## src/rtl/alloc_req_arbiter.sv

```systemverilog
`default_nettype none
// ============================================================================
// Module   : alloc_req_arbiter
// Purpose  : Shares one allocator_tag_map request port among NUM_REQ ordering
//            units. Only one unit owns the allocator at a time. Ownership is
//            handed out round-robin, and every grant is counted per requester.
// Ports    : clk, rst          - clock, synchronous active-high reset
//            req_valid/req_id  - per-requester level request and original ID
//            req_gnt/req_uid   - per-requester grant, broadcast unique_id
//            alloc_req/alloc_in_id/alloc_gnt/unique_id - allocator port
//            busy/owner_idx    - lock status and current/last owner
//            grant_cnt         - saturating completed-grant counters
//            err_spurious_gnt  - sticky flag: allocator granted while unlocked
// Revision : 1.0 - initial release
// ============================================================================
module alloc_req_arbiter #(
    parameter int NUM_REQ   = 2,
    parameter int ID_WIDTH  = 4,
    parameter int UID_WIDTH = 8,
    parameter int CNT_WIDTH = 16
) (
    input  logic                          clk,
    input  logic                          rst,
    input  logic [NUM_REQ-1:0]            req_valid,
    input  logic [NUM_REQ*ID_WIDTH-1:0]   req_id,
    output logic [NUM_REQ-1:0]            req_gnt,
    output logic [UID_WIDTH-1:0]          req_uid,
    output logic                          alloc_req,
    output logic [ID_WIDTH-1:0]           alloc_in_id,
    input  logic                          alloc_gnt,
    input  logic [UID_WIDTH-1:0]          unique_id,
    output logic                          busy,
    output logic [$clog2(NUM_REQ)-1:0]    owner_idx,
    output logic [NUM_REQ*CNT_WIDTH-1:0]  grant_cnt,
    output logic                          err_spurious_gnt
);

    localparam int IDX_W = $clog2(NUM_REQ);

    typedef enum logic [0:0] {
        S_IDLE = 1'b0,
        S_LOCK = 1'b1
    } state_t;

    state_t                  r_state;
    state_t                  w_state_nxt;
    logic [IDX_W-1:0]        r_rr_ptr;
    logic [IDX_W-1:0]        r_owner_idx;
    logic                    r_seen_gnt;
    logic                    r_err;
    logic [CNT_WIDTH-1:0]    r_grant_cnt [NUM_REQ];

    logic                    w_win_found;
    logic [IDX_W-1:0]        w_win_idx;
    int                      w_scan;
    logic                    w_owner_req;
    logic [ID_WIDTH-1:0]     w_owner_id;
    logic [NUM_REQ-1:0]      w_owner_onehot;
    logic [IDX_W-1:0]        w_rr_nxt;

    // Round-robin pick: first requester at or above rr_ptr, wrapping to 0.
    always_comb begin
        w_win_found = 1'b0;
        w_win_idx   = '0;
        w_scan      = 0;
        for (int k = 0; k < NUM_REQ; k++) begin
            w_scan = int'(r_rr_ptr) + k;
            if (w_scan >= NUM_REQ) begin
                w_scan = w_scan - NUM_REQ;
            end
            if (!w_win_found && req_valid[IDX_W'(w_scan)]) begin
                w_win_found = 1'b1;
                w_win_idx   = IDX_W'(w_scan);
            end
        end
    end

    // Select the registered owner's request, ID and grant position.
    always_comb begin
        w_owner_req    = 1'b0;
        w_owner_id     = '0;
        w_owner_onehot = '0;
        for (int i = 0; i < NUM_REQ; i++) begin
            if (IDX_W'(i) == r_owner_idx) begin
                w_owner_req       = req_valid[i];
                w_owner_id        = req_id[i*ID_WIDTH +: ID_WIDTH];
                w_owner_onehot[i] = 1'b1;
            end
        end
    end

    assign w_rr_nxt = (r_owner_idx == IDX_W'(NUM_REQ - 1)) ? '0
                                                            : r_owner_idx + IDX_W'(1);

    always_ff @(posedge clk) begin
        if (rst) begin
            r_state <= S_IDLE;
        end else begin
            r_state <= w_state_nxt;
        end
    end

    always_comb begin
        w_state_nxt = r_state;
        alloc_req   = 1'b0;
        alloc_in_id = '0;
        req_gnt     = '0;
        busy        = 1'b0;
        case (r_state)
            S_IDLE: begin
                if (w_win_found) begin
                    w_state_nxt = S_LOCK;
                end
            end
            S_LOCK: begin
                alloc_req   = w_owner_req;
                alloc_in_id = w_owner_id;
                busy        = 1'b1;
                req_gnt     = w_owner_onehot & {NUM_REQ{alloc_gnt}};
                // Owner dropping its level request releases the allocator.
                if (!w_owner_req) begin
                    w_state_nxt = S_IDLE;
                end
            end
            default: begin
                w_state_nxt = S_IDLE;
            end
        endcase
    end

    always_ff @(posedge clk) begin
        if (rst) begin
            r_rr_ptr    <= '0;
            r_owner_idx <= '0;
            r_seen_gnt  <= 1'b0;
            r_err       <= 1'b0;
            for (int i = 0; i < NUM_REQ; i++) begin
                r_grant_cnt[i] <= '0;
            end
        end else begin
            if (alloc_gnt && (r_state == S_IDLE)) begin
                r_err <= 1'b1;
            end
            case (r_state)
                S_IDLE: begin
                    if (w_win_found) begin
                        r_owner_idx <= w_win_idx;
                        r_seen_gnt  <= 1'b0;
                    end
                end
                S_LOCK: begin
                    if (alloc_gnt) begin
                        r_seen_gnt <= 1'b1;
                    end
                    if (!w_owner_req) begin
                        r_rr_ptr <= w_rr_nxt;
                        // A withdrawn request (no grant seen) is not counted.
                        if (r_seen_gnt && (r_grant_cnt[r_owner_idx] != '1)) begin
                            r_grant_cnt[r_owner_idx] <= r_grant_cnt[r_owner_idx]
                                                        + CNT_WIDTH'(1);
                        end
                    end
                end
                default: begin
                end
            endcase
        end
    end

    generate
        for (genvar gi = 0; gi < NUM_REQ; gi++) begin : g_cnt
            assign grant_cnt[gi*CNT_WIDTH +: CNT_WIDTH] = r_grant_cnt[gi];
        end
    endgenerate

    assign req_uid          = unique_id;
    assign owner_idx        = r_owner_idx;
    assign err_spurious_gnt = r_err;

endmodule
`default_nettype wire
```

## config.mk

```make
export PLATFORM = sky130hd
export DESIGN_NAME = alloc_req_arbiter
export DESIGN_NICKNAME = d
export VERILOG_FILES = /design/src/rtl/alloc_req_arbiter.sv
export SDC_FILE = /design/constraint.sdc
export NUM_CORES = 1
export LEC_CHECK = 0
export BUFFER_PORTS_ARGS = -buffer_cell sky130_fd_sc_hd__clkbuf_2
export CORE_MARGIN = 4
export CORE_UTILIZATION = 35
export CTS_CLUSTER_DIAMETER = 100
export DETAILED_ROUTE_END_ITERATION = 12
export SYNTH_ARGS = -nofsm -noshare
export SYNTH_HDL_FRONTEND = slang
export SYNTH_SLANG_ARGS = --single-unit
```

## constraint.sdc

```tcl
create_clock -name clk -period 3.7 [get_ports clk]
set_input_delay 0.37 -clock clk [delete_from_list [all_inputs] [get_ports clk]]
set_output_delay 0.37 -clock clk [all_outputs]
set_load 0.01 [all_outputs]
```

[Yosys cells after proc, flatten, opt, wreduce, memory -nomap -nowiden]
Memories as Yosys holds them, arrays and structs flattened. A register that Yosys moved wholly into a read port is not among the register bits.
Cells that the tools add are included.
Word-level totals
  memories kept: 1
  bits of input ports: 21
  output and inout port bits: 50
  register bits after elaboration: 5
  memory bits (writable): 32
  word-level logic and storage cells: 66
Memories
  r_grant_cnt: depth 2, width 16, rd ports 3, clocked after Yosys merged registers in 1, wr ports 2, RTL line 51  | logic [CNT_WIDTH-1:0] r_grant_cnt [NUM_REQ];
Operators by class
  add/sub/neg operators: 5
  bitwise gates (word level): 3
  mux-type cells: 37
  equal/unequal tests: 3
  reductions and logical operators: 8
  order comparisons: 4
Operators with widths (number)
  $mux W1: 31
  $add A16 B1 Y16 const B: 1
  $mux W16: 1
  $ne A16 B16 Y1 const B: 1
  $reduce_or A16 Y1: 1
  $mux W4: 2
  $lt A1 B3 Y1 const B: 2
  $reduce_and A2 Y1: 3
  $ne A2 B2 Y1 const B: 2
  $pmux W1 S2: 2
  $logic_and A1 B1 Y1: 3
  $add A1 B1 Y2 const B: 1
  $and A2 B2 Y2: 1
  $ge A1 B2 Y1 const B: 1
  $ge A2 B2 Y1 const B: 1
  $mux W2: 1
  $not A1 Y1: 2
  $sub A1 B1 Y1 const B: 2
  $add A1 B1 Y1 const B: 1
  $logic_not A1 Y1: 1

[Depth between registers and ports, before layout]
  word-level depth: 12
  gate-level depth with buffers: 10
  mapped depth without buffers: 6

[Worst setup path after synthesis]
Ideal clock, no wire load.
  kind: register to register
  start point: register with a tool-made name
  end point: memory r_grant_cnt[1][0], enable pin
  slack: 0.819 ns
  required time: 3.325 ns
  data arrival time: 2.506 ns
  cell stages (with the launch flop): 10
  setup time: 0.375 ns
  period minus slack after synthesis: 2.881 ns
  buffers on the path: 3
  path through: dfxtp_1 buf_2 buf_2 buf_2 mux2_2 ha_1 a21boi_2 nand4_1 nand3_2 nand2b_1
RTL lines (RTL line)
  end: declaration: 51

==> results.md <==
* CP Data Required Time at 3.69 ns
* Hold crit path type: input port to register
* F_max at 344 MHz
* Register area share after synthesis at 0.501
* Clock sink count at 38
* Yosys warns at 0
* GRT Util Overall at 0.141
* Die Ht at 86.5 um
* Crit path capture type: register
* WHS at 0.362 ns
* Worst rel slew slack at 0.434
* DP HPWL at 3.63 mm
* TritonCTS Buffers at 5
* Fraction of registers with async set/reset at 0
* Commonest cells after routing, fill and taps aside: clkbuf_2, nor2_1, edfxtp_1, mux2i_1, nand3_1
* CTS resizes at 0
* GR Overflow Total at 0
* CTS tree: built
* RSZ-0062 raised after global routing: false
* Drt first pass iters at 4
* Setup violations, final at 0
* Post-synth top area share at 0.445
* Final ANT Viol Nets at 0
* Crit-path cells: mux2_2, ha_1, a21boi_2, nand4_1, nand2_2, nand2b_1, buf_4
* Post-synth top area cell: edfxtp_1
* Most common cell after layout, fill and taps aside: clkbuf_2
* Die X-Extent at 86.5 um
* Deepest level of the CTS H-tree at 2
* Initial core utilization at 0.362
* Slowest stage delay, CP at 0.87 ns
* Final worst-path cycle share at 0.785
* Syn_nets at 226
* Max-cap check violation count at 0
* Initial antenna violation count at 0
* Via count at 1677
* Synthesized flop and latch total at 38
* Slew Viols, Final at 0
* First-pass GRT wire length at 8.22 mm
* Ant. Diodes at 0
* Synth area leaders: edfxtp_1, mux2i_1, nor2_1
* Placer congestion estimate at 0.777
* Routed len/inst at 15.1 um
* Slew @ Worst Pin at 0.848 ns
* DRC at 0
* Nets at 276
* Synthesized instance count at 204
* Worst vdd rail ir drop at 0.155 mV
* Power per cell area at 346 nW/um2
* Critical path type: register to register
* Die ar. at 7480 um2
* R2r setup slk at 0.79 ns
* Crit start category: register
* Syn_area_per_cell at 10.6 um2
* CTS Root Cell: clkbuf_8
* Finished layout cell area at 2530 um2
* Core area at 5960 um2
* Post-synth top flop: edfxtp_1
* Crit-path leading delay family: flip-flops
* WL final at 4.97 mm
* Worst EP arrival at 2.90 ns
* CTS Buffer Depth at 2
* Largest net degree at the start of global routing at 24
* Drt first-iter violations at 108
* Unique masters post-synth at 41
* Post-CTS setup buffer count at 0
* Status: finished, final reports clean
* Final hold vios at 0
* Hold-fix buffers at CTS at 0
* # IOs at 71
* Via density at 5.08
* Leak at 1.01 nW
* Port buffer count at 54
* Clock Skew at 0.00838 ns
* Synth-to-layout area growth at 17.3%
* Minimum clock period at 2.91 ns
* CP bufs+invs at 1
* CP max stage cell: dfxtp_1
* Layout cells sized above 1 at 0.298
* Setup TNS at 0 ns
* Cell Area, Synth at 2160 um2
* Clk slew on worst S/H paths at 0.07 ns
* EDFF count, synth at 32
* Number of placement rows at 28
* CP Max Fanout at 23
* Worst-skew pair later-pin latency at 0.29 ns
* Post-DP Area at 2450 um2
* Vias in the first global route at 1671
layout make-up:
cell class	instances	area, um2
fillers	588	3420
well taps	75	93.8
flip-flops and latches	38	1080
repair buffers	60	315
clock inverters	3	16.3
inverters	4	15.0
multi-input cells	145	941
clock buffers	5	68.8
stage by stage:
step | std cells | utilization | setup slack, ns | power [mW]
after floorplan | 204 | - | 0.819 | 0.585
after global placement | 322 | 0.411 | 0.854 | 0.617
after detailed placement | 322 | 0.411 | 0.774 | 0.618
after CTS | 330 | 0.425 | 0.773 | 0.885
after global routing | 330 | 0.425 | 0.514 | 0.925
final | 330 | 0.425 | 0.794 | 0.876
final timing paths:
path                                 start                end  depth (start not counted)
worst max-delay path              register  r_grant_cnt[0][4]                          7
worst min-delay path                   rst         r_seen_gnt                          2
worst max register to register    register  r_grant_cnt[0][4]                          7
worst min register to register  r_seen_gnt         r_seen_gnt                          2
per-layer routing:
metal,vias to the layer above,routed length (um),GRT usage
met3,2,364,0.0380
met4,0,39,0.0482
met1,792,2250,0.193
met2,53,2320,0.215
met5,-,0,0
li1,830,-,-
cell usage after synthesis (all sizes together), types with 2 or more instances:
library cell / instances
mux2i: 15
inv: 3
nand3: 15
nor3: 3
and3: 3
nor2b: 2
xnor2: 7
edfxtp: 32
a21oi: 4
xor2: 7
nor2: 37
nand3b: 6
nand2b: 3
buf: 16
nand2: 14
a31oi: 2
o21ai: 3
nand4: 4
and4: 2
a222oi: 2
a211oi: 4
mux2: 3
dfxtp: 6
power breakdown:
group          internal (mW)  switching (mW)
Clock                  0.129           0.140
Combinational         0.0455          0.0572
Sequential             0.480          0.0242
Total                  0.655           0.221
registers in the layout, summed over array words and instances (netlist names), named ones only:
signal and count:
err_spurious_gnt 1, r_seen_gnt 1, r_state 1, r_rr_ptr 1, owner_idx 1, r_grant_cnt 32
cell families after synthesis:
family	after synthesis	share of synthesized area
AND/OR/NAND/NOR	91	0.219
flip-flops	38	0.501
AO/OA/AOI/OAI	21	0.0690
buffers and inverters	21	0.0626
multiplexers	18	0.0853
XOR/XNOR	14	0.0568
adder cells (fa/ha/maj)	1	0.00580
Note: power is estimated with default switching activity, not from simulation.
